**config.mk**
```make
export PLATFORM = sky130hd
export DESIGN_NAME = sprite_line_scheduler
export DESIGN_NICKNAME = d
export VERILOG_FILES = /design/src/rtl/frame_pkg.sv /design/src/rtl/sprite_line_buf.sv /design/src/rtl/sprite_line_scheduler.sv
export SDC_FILE = /design/constraint.sdc
export NUM_CORES = 1
export LEC_CHECK = 0
export ABC_AREA = 0
export CAP_MARGIN = 30
export CORE_ASPECT_RATIO = 2
export CORE_MARGIN = 2
export CORE_UTILIZATION = 54
export DETAILED_ROUTE_END_ITERATION = 8
export PLACE_DENSITY = 0.87
export SLEW_MARGIN = 20
export SYNTH_ARGS = -nofsm -noshare
export SYNTH_HDL_FRONTEND = slang
export SYNTH_HIERARCHICAL = 1
export SYNTH_SLANG_ARGS = --single-unit
```
**constraint.sdc**
```tcl
create_clock -name clk_i -period 5.4 [get_ports clk_i]
set_clock_uncertainty 0.1 [all_clocks]
set_input_delay 0.54 -clock clk_i [delete_from_list [all_inputs] [get_ports clk_i]]
set_output_delay 0.54 -clock clk_i [all_outputs]
set_load 0.005 [all_outputs]
```
**src/rtl/frame_pkg.sv**
```systemverilog
// Shared frame geometry, asset codes, buffer entry layout and scheduler state
// encoding for the sprite line pipeline.
package frame_pkg;

  localparam logic [9:0] TILELEN_PIXEL = 10'd40;
  localparam logic [9:0] UPSCALE       = 10'd5;
  localparam logic [9:0] SCREENSIZE_H  = 10'd16;
  localparam logic [9:0] SCREENSIZE_V  = 10'd12;
  localparam logic [9:0] H_ACTIVE      = 10'd640;
  localparam logic [9:0] V_ACTIVE      = 10'd480;
  localparam logic [9:0] H_TOTAL       = 10'd800;
  localparam logic [9:0] V_TOTAL       = 10'd525;
  localparam logic [7:0] HIDDEN_POS    = 8'd192;

  localparam logic [3:0] LAST_SLOT = 4'd9;
  localparam logic [2:0] BUF_DEPTH = 3'd4;

  typedef enum logic [3:0] {
    HEART    = 4'd0,
    COIN     = 4'd1,
    KEY      = 4'd2,
    DOOR     = 4'd3,
    WALL     = 4'd4,
    PLAYER_1 = 4'd5,
    PLAYER_2 = 4'd6,
    GOAT_1   = 4'd7,
    GOAT_2   = 4'd8
  } asset_e;

  typedef enum logic [2:0] {
    IDLE  = 3'd0,
    SCAN  = 3'd1,
    FETCH = 3'd2,
    WAIT  = 3'd3,
    DONE  = 3'd4
  } sched_state_e;

  typedef struct packed {
    logic       valid;
    logic [3:0] col;
    logic [7:0] data;
  } line_entry_t;

  function automatic logic [3:0] tile_row(input logic [9:0] line);
    return 4'(line / TILELEN_PIXEL);
  endfunction

  // Each tile row is 8 sprite rows scaled up by 5 lines each.
  function automatic logic [2:0] sprite_row(input logic [9:0] line);
    return 3'((line % TILELEN_PIXEL) / UPSCALE);
  endfunction

endpackage

```
**src/rtl/sprite_line_buf.sv**
```systemverilog
// Double-buffered 4-entry sprite line store: the scan fills the write bank
// while the display bank is searched by column; the banks swap once per line.
module sprite_line_buf
  import frame_pkg::*;
(
  input  logic       clk_i,
  input  logic       reset_i,
  input  logic       clr_wr_i,
  input  logic       wr_en_i,
  input  logic [1:0] wr_idx_i,
  input  logic [3:0] wr_col_i,
  input  logic [7:0] wr_data_i,
  input  logic       swap_i,
  input  logic       discard_i,
  input  logic [3:0] look_col_i,
  output logic       hit_o,
  output logic [7:0] data_o
);

  line_entry_t bank_q [2][4];
  logic        disp_sel_q;
  logic        wr_sel_s;

  assign wr_sel_s = ~disp_sel_q;

  // Swap has priority over writes so a scan cut off by the swap leaves nothing behind.
  always_ff @(posedge clk_i) begin
    if (reset_i) begin
      disp_sel_q <= 1'b0;
      for (int b = 0; b < 2; b++) begin
        for (int e = 0; e < 4; e++) begin
          bank_q[b][e] <= '0;
        end
      end
    end else if (swap_i) begin
      disp_sel_q <= wr_sel_s;
      if (discard_i) begin
        for (int e = 0; e < 4; e++) begin
          bank_q[wr_sel_s][e].valid <= 1'b0;
        end
      end
    end else if (clr_wr_i) begin
      for (int e = 0; e < 4; e++) begin
        bank_q[wr_sel_s][e].valid <= 1'b0;
      end
    end else if (wr_en_i) begin
      bank_q[wr_sel_s][wr_idx_i] <= '{valid: 1'b1, col: wr_col_i, data: wr_data_i};
    end
  end

  // Walk from the highest entry down so the lowest matching entry wins.
  always_comb begin
    logic match_s;
    hit_o  = 1'b0;
    data_o = 8'd0;
    for (int e = 3; e >= 0; e--) begin
      match_s = bank_q[disp_sel_q][e].valid && (bank_q[disp_sel_q][e].col == look_col_i);
      hit_o   = hit_o | match_s;
      data_o  = match_s ? bank_q[disp_sel_q][e].data : data_o;
    end
  end

endmodule

```
**src/rtl/sprite_line_scheduler.sv**
```systemverilog
// Per-line sprite scheduler: scans the 10 slots during horizontal blanking,
// fetches up to 4 sprite rows from ROM and renders the next line from them.
// Optional SPRITE_OVERFLOW_EN adds sprite_overflow_o for lines with >4 hits.
module sprite_line_scheduler
  import frame_pkg::*;
(
  input  logic        clk_i,
  input  logic        reset_i,
  input  logic [9:0]  counter_h_i,
  input  logic [9:0]  counter_v_i,
  input  logic [79:0] slot_pos_i,
  input  logic [19:0] slot_orien_i,
  input  logic [39:0] slot_charc_i,
  output logic        rom_req_o,
  output logic [3:0]  rom_charc_o,
  output logic [1:0]  rom_dir_o,
  output logic [2:0]  rom_index_o,
  input  logic [7:0]  rom_data_i,
  output logic        colour_o,
  output logic        busy_o
`ifdef SPRITE_OVERFLOW_EN
  ,output logic       sprite_overflow_o
`endif
);

  sched_state_e state_q, state_d;
  logic [3:0] slot_q, slot_d;
  logic [2:0] wcnt_q, wcnt_d;
  logic [3:0] row_q, row_d;
  logic [2:0] idx_q, idx_d;
  logic [3:0] col_q, col_d;
  logic [3:0] rom_charc_q, rom_charc_d;
  logic [1:0] rom_dir_q, rom_dir_d;
  logic [2:0] rom_index_q, rom_index_d;
  logic       rom_req_q, rom_req_d;
  logic       busy_q, busy_d;
  logic       colour_q, colour_d;

  logic [9:0] target_s;
  logic       trigger_s, swap_s, abort_s;
  logic [7:0] cur_pos_s;
  logic [1:0] cur_orien_s;
  logic [3:0] cur_charc_s;
  logic       hit_s, clr_wr_s, wr_en_s;
  logic       look_hit_s;
  logic [7:0] look_data_s;
  logic [3:0] h_tile_s;
  logic [2:0] h_bit_s;
  logic       active_s;
`ifdef SPRITE_OVERFLOW_EN
  logic       ovf_hit_s;
  logic       ovf_line_q;
  logic       sprite_overflow_q;
`endif

  assign target_s    = (counter_v_i == V_TOTAL - 10'd1) ? 10'd0 : counter_v_i + 10'd1;
  assign trigger_s   = (state_q == IDLE) && (counter_h_i == H_ACTIVE);
  assign swap_s      = (counter_h_i == H_TOTAL - 10'd1);
  assign abort_s     = swap_s && (state_q != IDLE);
  assign cur_pos_s   = slot_pos_i[{slot_q, 3'b000} +: 8];
  assign cur_orien_s = slot_orien_i[{slot_q, 1'b0} +: 2];
  assign cur_charc_s = slot_charc_i[{slot_q, 2'b00} +: 4];
  assign hit_s       = (cur_pos_s < HIDDEN_POS) && (cur_pos_s[7:4] == row_q);

  // Scheduler next state and ROM address selection.
  always_comb begin
    state_d     = state_q;
    slot_d      = slot_q;
    wcnt_d      = wcnt_q;
    row_d       = row_q;
    idx_d       = idx_q;
    col_d       = col_q;
    rom_charc_d = rom_charc_q;
    rom_dir_d   = rom_dir_q;
    rom_index_d = rom_index_q;
    clr_wr_s    = 1'b0;
    wr_en_s     = 1'b0;
`ifdef SPRITE_OVERFLOW_EN
    ovf_hit_s   = 1'b0;
`endif
    if (abort_s) begin
      state_d = IDLE;
    end else begin
      case (state_q)
        IDLE: begin
          if (trigger_s) begin
            clr_wr_s = 1'b1;
            slot_d   = 4'd0;
            wcnt_d   = 3'd0;
            row_d    = tile_row(target_s);
            idx_d    = sprite_row(target_s);
            state_d  = (target_s < V_ACTIVE) ? SCAN : DONE;
          end else begin
            state_d = IDLE;
          end
        end
        SCAN: begin
          if (hit_s && (wcnt_q < BUF_DEPTH)) begin
            state_d     = FETCH;
            col_d       = cur_pos_s[3:0];
            rom_charc_d = cur_charc_s;
            rom_dir_d   = cur_orien_s;
            rom_index_d = idx_q;
          end else begin
`ifdef SPRITE_OVERFLOW_EN
            ovf_hit_s = hit_s;
`endif
            if (slot_q == LAST_SLOT) begin
              state_d = DONE;
            end else begin
              slot_d = slot_q + 4'd1;
            end
          end
        end
        FETCH: state_d = WAIT;
        WAIT: begin
          wr_en_s = 1'b1;
          wcnt_d  = wcnt_q + 3'd1;
          if (slot_q == LAST_SLOT) begin
            state_d = DONE;
          end else begin
            slot_d  = slot_q + 4'd1;
            state_d = SCAN;
          end
        end
        DONE:    state_d = IDLE;
        default: state_d = IDLE;
      endcase
    end
  end

  assign rom_req_d = (state_d == FETCH);
  assign busy_d    = (state_d == SCAN) || (state_d == FETCH) || (state_d == WAIT);

  assign h_tile_s = 4'(counter_h_i / TILELEN_PIXEL);
  assign h_bit_s  = 3'((counter_h_i % TILELEN_PIXEL) / UPSCALE);
  assign active_s = (counter_h_i < H_ACTIVE) && (counter_v_i < V_ACTIVE);
  assign colour_d = (active_s && look_hit_s) ? look_data_s[h_bit_s] : 1'b1;

  // State and registered outputs.
  always_ff @(posedge clk_i) begin
    if (reset_i) begin
      state_q     <= IDLE;
      slot_q      <= 4'd0;
      wcnt_q      <= 3'd0;
      row_q       <= 4'd0;
      idx_q       <= 3'd0;
      col_q       <= 4'd0;
      rom_charc_q <= 4'd0;
      rom_dir_q   <= 2'd0;
      rom_index_q <= 3'd0;
      rom_req_q   <= 1'b0;
      busy_q      <= 1'b0;
      colour_q    <= 1'b1;
    end else begin
      state_q     <= state_d;
      slot_q      <= slot_d;
      wcnt_q      <= wcnt_d;
      row_q       <= row_d;
      idx_q       <= idx_d;
      col_q       <= col_d;
      rom_charc_q <= rom_charc_d;
      rom_dir_q   <= rom_dir_d;
      rom_index_q <= rom_index_d;
      rom_req_q   <= rom_req_d;
      busy_q      <= busy_d;
      colour_q    <= colour_d;
    end
  end

  sprite_line_buf u_line_buf (
    .clk_i      (clk_i),
    .reset_i    (reset_i),
    .clr_wr_i   (clr_wr_s),
    .wr_en_i    (wr_en_s),
    .wr_idx_i   (wcnt_q[1:0]),
    .wr_col_i   (col_q),
    .wr_data_i  (rom_data_i),
    .swap_i     (swap_s),
    .discard_i  (abort_s),
    .look_col_i (h_tile_s),
    .hit_o      (look_hit_s),
    .data_o     (look_data_s)
  );

  assign rom_req_o   = rom_req_q;
  assign rom_charc_o = rom_charc_q;
  assign rom_dir_o   = rom_dir_q;
  assign rom_index_o = rom_index_q;
  assign busy_o      = busy_q;
  assign colour_o    = colour_q;

`ifdef SPRITE_OVERFLOW_EN
  // The flag rises as soon as a hit is dropped; the swap hands the finished line's status to the display.
  always_ff @(posedge clk_i) begin
    if (reset_i) begin
      ovf_line_q        <= 1'b0;
      sprite_overflow_q <= 1'b0;
    end else if (swap_s) begin
      ovf_line_q        <= 1'b0;
      sprite_overflow_q <= ovf_line_q;
    end else if (ovf_hit_s) begin
      ovf_line_q        <= 1'b1;
      sprite_overflow_q <= 1'b1;
    end else begin
      ovf_line_q        <= ovf_line_q;
      sprite_overflow_q <= sprite_overflow_q;
    end
  end

  assign sprite_overflow_o = sprite_overflow_q;
`else
  // Hits beyond the buffer capacity are dropped silently.
`endif

endmodule

```
=== Word-level counts from Yosys, hierarchy flattened ===
Memories as Yosys holds them, arrays and structs flattened. A register that Yosys moved wholly into a read port is not among the register bits.
Cells that the tools add are included.

* Word-level logic and storage cells: 144
* Output and inout port bits: 12
* Bits of input ports: 170
* Register bits after elaboration: 34
* Bits in writable memories: 104
* Memories: 1

{| class="wikitable"
|+ Memory list
! memory !! words !! bits a word !! rd ports !! clocked after memory_dff !! wr ports !! RTL line !! RTL
|-
| u_line_buf.bank_q || 2 || 52 || 1 || 1 || 2 || sprite_line_buf.sv:20 || <nowiki>line_entry_t bank_q [2][4];</nowiki>
|}

* $lt $le $gt $ge: 8
* $add $sub $neg: 3
* Equal/unequal tests: 17
* Div/mod/pow operators: 6
* Bitwise logic cells: 15
* Muxes and demuxes: 55
* Reduce and logical (&&, ||, !) cells: 23
* Shift operators: 3

{| class="wikitable"
|+ Operator list
! operator !! number
|-
| $mux W52 || 3
|-
| $shiftx A80 B8 Y8 || 1
|-
| $reduce_or A52 Y1 || 1
|-
| $shiftx A40 B7 Y4 || 1
|-
| $mux W8 || 4
|-
| $mux W1 || 31
|-
| $eq A10 B10 Y1 const B || 3
|-
| $demux W13 S2 || 1
|-
| $mux W3 || 7
|-
| $div A10 B3 Y10 const B || 2
|-
| $div A10 B6 Y10 const B || 2
|-
| $eq A4 B4 Y1 || 5
|-
| $lt A10 B9 Y1 const B || 2
|-
| $mod A10 B6 Y10 const B || 2
|-
| $shiftx A20 B6 Y2 || 1
|-
| $mux W13 || 1
|-
| $eq A3 B2 Y1 const B || 4
|-
| $mux W4 || 3
|-
| $pmux W3 S4 || 1
|-
| $pmux W4 S3 || 1
|-
| $logic_and A1 B1 Y1 || 11
|-
| $or A1 B1 Y1 || 11
|-
| $add A10 B1 Y10 const B || 1
|-
| $lt A10 B10 Y1 const B || 1
|-
| other kinds (22) || 30
|}

=== Longest topological paths before layout ===
* Word-level depth: 13
* Depth in mapped cells: 23
* Mapped depth without buffers: 20

=== Hierarchy ===
The synthesis kept the hierarchy.

{| class="wikitable"
|+ Modules (own cells, without submodules)
! module !! area an instance (um^2) !! cells an instance !! times used !! seq. area each (um^2)
|-
| sprite_line_scheduler || 5,116.2 || 642 || 1 || 660.6
|-
| sprite_line_buf || 5,067.4 || 359 || 1 || 3,163.0
|}

=== Worst setup path after synthesis ===
No wires, ideal clock.

* Path type: input to register
* Start point: in counter_h_i[5]
* End point: reg colour_q, in the netlist colour_o
* Library setup time: 57 ps
* Path slack: 915 ps
* Arrival time: 4,328 ps
* Data required time: 5,243 ps
* Cell stages on the path: 21
* Buffers on the path: 3
* Path through: buf_6 > xnor2_1 > a21o_1 > a211oi_2 > and3_1 > buf_2 > buf_2 > nand3_1 > o21ai_0 > nand2_1 > o2111a_1 > ha_1 > nor2_1 > and4_1 > o21ai_0 > and4b_4 > a2111o_1 > a221oi_2 > mux2_2 > o211ai_1 > a21o_1

* Longest elaborated chain between the ends: 9
* Elaborated cells between the ends (all ways): 25
* Those cells by class: div (3); order compare (1); eq/ne (4); mux (6); bitwise (4); reduce/logical (7)

{| class="wikitable"
|+ Ends and longest elaborated chain
! what !! RTL line !! RTL
|-
| start: declaration || sprite_line_scheduler.sv:9 || <nowiki>input logic [9:0] counter_h_i,</nowiki>
|-
| parallel branches: the longest is 9 deep, another holds $mod A10 B6 Y10 || - ||
|-
| end signal: assignment || sprite_line_scheduler.sv:167 || <nowiki>colour_q <= colour_d;</nowiki>
|-
| end: declaration || sprite_line_scheduler.sv:37 || <nowiki>logic colour_q, colour_d;</nowiki>
|}

Several ways; the timed one is not identified. The select of a mux whose other input is x is not followed.
A chain may end at the register's enable or synchronous reset.

=== Worst setup path after layout ===
Same ends and word-level chain as after synthesis.

==> metrics list <==
- Worst setup EP type: flip-flop
* Clock slew at reported path FFs: 0.06 ns
* Static Leak: around 0.0047 µW
- The critical path goes through clkdlybuf4s50_1, xnor2_1, a21o_1, a211oi_2, and3_1, nand3_1, o21ai_0, nand2_1, o2111a_1, ha_1, nor2_1, and4_1, o21ai_0, and4b_4, a2111o_1, a221oi_2, mux2_2, o211ai_1, a21o_1.
* Initial Util: 54.6%
- Final-stage net count: 1350
- Cells with a size suffix above 1 make up 15.0% of the layout.
* Achievable clock frequency: around 200 MHz
- Number of port buffers: 181
* Global router's overall resource usage: 31.0%
- Cell taking the most area after synthesis: edfxtp_1
- DP HPWL: 22600 µm
- Post-layout util: 68.9%
* Number of sinks on the clock net: 139
- Total power for the finished layout comes to approximately 3000 µW.
- Clock period minus final worst setup slack: 4.90 ns
- Share of synthesized registers carrying an async set or reset: 0%
- Setup violations remaining at the end of the flow were counted as 0.
* RSZ-0062 raised after global routing: false
* Quantity of hold-fixing buffers added after cts: 0
- The detailed router placed 9222 vias in this run.
* Post-CTS repair timing setup buffer count: 0
* Total grt overflow: 0
- Mapped cell area: 0.0102 mm²
- Total negative slack for setup checks: 0 ns
* Number of nets with antenna violations after routing: 0
* Number of clock buffers inserted by TritonCTS: 17
- Count of fill cells added during filler insertion: 1341
* CTS tree: done
- Minimum setup slack in the final design: between 0.5 and 0.6 ns
* Diode count: 0
* Root buffer cell: clkbuf_16
* Post-synth EDFFs: 104
- Number of endpoints with negative hold slack in the final report: 0
- By area the synthesized netlist is led by edfxtp_1 (31%), mux2i_1 (7.6%), dfxtp_1 (6.9%).
* Most frequent standard cell in the layout excluding fill and tap cells: clkdlybuf4s50_1
- Of all nets on the critical path, the largest fanout is 17.
* Share of Yosys cell area claimed by the top area cell type: a little under a third
* Worst path max stage delay: 0.82 ns
* Maximum clock path buffer count: 2
* Max-cap violations: 0
* Path class of the lowest-slack min-delay path: reg -> reg
- Level count of the clock H-tree: 4
- Combined area of the multi-input logic cells: 0.00585 mm²
* CTS resizes: 0
- After detailed routing, the number of remaining DRC violations is 0.
- Average size of a mapped cell: 10.2 µm²
- Commonest cells after routing, fill and taps aside: clkdlybuf4s50_1 (180), edfxtp_1 (104), mux2i_1 (77)
- The worst setup path is launched from a primary input.
- Crit Path Category: in -> reg
- At the later pin of the worst-skew pair, clock insertion delay measures 0.41 ns.
- Period utilization: 90.7%
- Worst-case vdd ir drop: 0.211 mV
* Worst endpoint data arrival time: about 5.2 ns
* Standard-cell rows: 71
- For this design the ratio of total power to cell area is 235 mW/mm².
- The first global-routing pass estimated around 48000 µm of wire.
- Measured against its own limit, the worst slew margin works out to 38.3%.
- Number of optimization iterations in the first detailed-route pass: 5
* Distinct cell type count of the synthesized netlist: 103
* Required time at the endpoint of the critical path: between 5 and 6 ns
- After detailed routing, the number of vias per cell comes to 6.58.
* Gate Count Post-Synth: 1001
* Sum of routed wire length over all layers: around 31000 µm
- The die is between 100 and 150 µm wide.
- The number of max-slew violations in the final report was 0.
- Synthesis produced a netlist with a net count of 1181.
* Worst setup slack after placement: between 0.1 and 0.15 ns
- For this design the top-level I/O count stands at 182.
* DR iter-0 viols: 799
* Via count of the first global-routing pass: 9248
* Pin count of the biggest net entering global routing: 54
* Post-synth top flop: edfxtp_1
- The sequential cells in the finished layout cover a total of 0.00383 mm².
- Routability-driven placement finished with a final weighted congestion of between 0.9 and 1.
- After synthesis, flip-flops and latches occupy between 30% and 40% of the total area.
- Synth-to-Final Area Change: 26.3%
- Transition time at the pin with the least slew margin: 0.926 ns
- Count of synthesis-stage warnings from yosys: 6
- Result of the run: completed
- The largest individual stage delay along the critical path comes from the cell clkdlybuf4s50_1.
- CORE AREA: 0.0187 mm²
- The initial antenna violation count came to 1.
- Die Y: 198 µm
- The floorplan step defined a die boundary enclosing between 0.02 and 0.025 mm².
- WL/cell: 22.4 µm
- In this run, synthesis produced a sequential element count of 139.
-- kinds of logic (layout without fill, tap and decap cells) --
kind of cell    count (synthesis)  after routing  share of synthesized area [%]
compound gates                221            221                           16.8
xor+xnor                       37             37                           3.18
fa+ha+maj                      12             12                           1.43
buf+inv                       108            290                           5.15
flops                         139            139                           37.5
mux                           124            124                           15.9
simple gates                  360            360                           20.0
-- metrics by stage --
stage               hold slack [ns]  cell area (µm²)  std cells
detailed placement            0.385            12300       1369
global placement              0.369            12300       1369
CTS                           0.400            12900       1401
floorplan                     0.359            10200       1001
finish                        0.397            12900       1402
global route                  0.429            12900       1402
-- sequential cells by signal, summed over array words and instances, names as in the netlist, 2 cells and up, named ones only --
register           flops
slot_q                 4
state_q                3
row_q                  4
rom_index_o            3
rom_dir_o              2
col_q                  4
rom_charc_o            4
idx_q                  3
wcnt_q                 3
u_line_buf/bank_q    104
-- worst max-delay path, delay by kind of cell --
kind,cells,cell delay (ns)
compound gates,9,2.00
simple gates,6,1.02
buf+inv,1,0.82
mux,1,0.39
fa+ha+maj,1,0.22
xor+xnor,1,0.16
-- synth_stat cells (10+ instances only) --
cell type  instances
inv_1             23
buf_2             28
nor2b_1           10
and2_1            64
mux4_2            28
xnor2_1           28
a21oi_1           32
nor3_1            20
clkbuf_1          37
mux2i_1           77
nor2_1            59
a211oi_1          19
o211ai_1          10
nand2_1           57
o21ai_0           36
edfxtp_1         104
ha_1              10
nand2b_1          12
dfxtp_1           35
o22ai_1           19
and3_1            29
mux2_2            17
nand3_1           37
-- per-layer routing --
| metal | up-vias | GRT usage (%) | part of all wire [%] |
|---|---|---|---|
| li1 | 4165 | - | - |
| met1 | 4485 | 34.1 | 34 |
| met4 | 2 | 14.5 | 4.9 |
| met3 | 103 | 5.05 | 6.2 |
| met5 | - | 0 | 0.041 |
| met2 | 467 | 56.6 | 54 |
-- final timing paths --
kind | from | to | slack [ns] | cells after the start
worst min register to register | rom_charc_o[2] | rom_charc_o[2] | 0.40 | 2
worst max register to register | flip-flop | colour_o | 1.70 | 10
worst min-delay path | rom_charc_o[2] | rom_charc_o[2] | 0.40 | 2
worst max-delay path | counter_h_i[5] | colour_o | 0.50 | 19
-- report_power, final --
part           switching (µW)  internal [µW]  total (µW)
registers                11.0           1180        1190
logic                     352            323         675
clock network             473            692        1160
-- layout make-up --
| cell class | count | area share (%) |
|---|---|---|
| Tap cell | 219 | 2.13 |
| Timing Repair Buffer | 234 | 17.3 |
| Clock inverter | 14 | 1.26 |
| Multi-Input combinational cell | 754 | 45.5 |
| Sequential cell | 139 | 29.8 |
| Clock buffer | 18 | 3.34 |
| Inverter | 24 | 0.701 |
(Power assumes the default switching activity.)
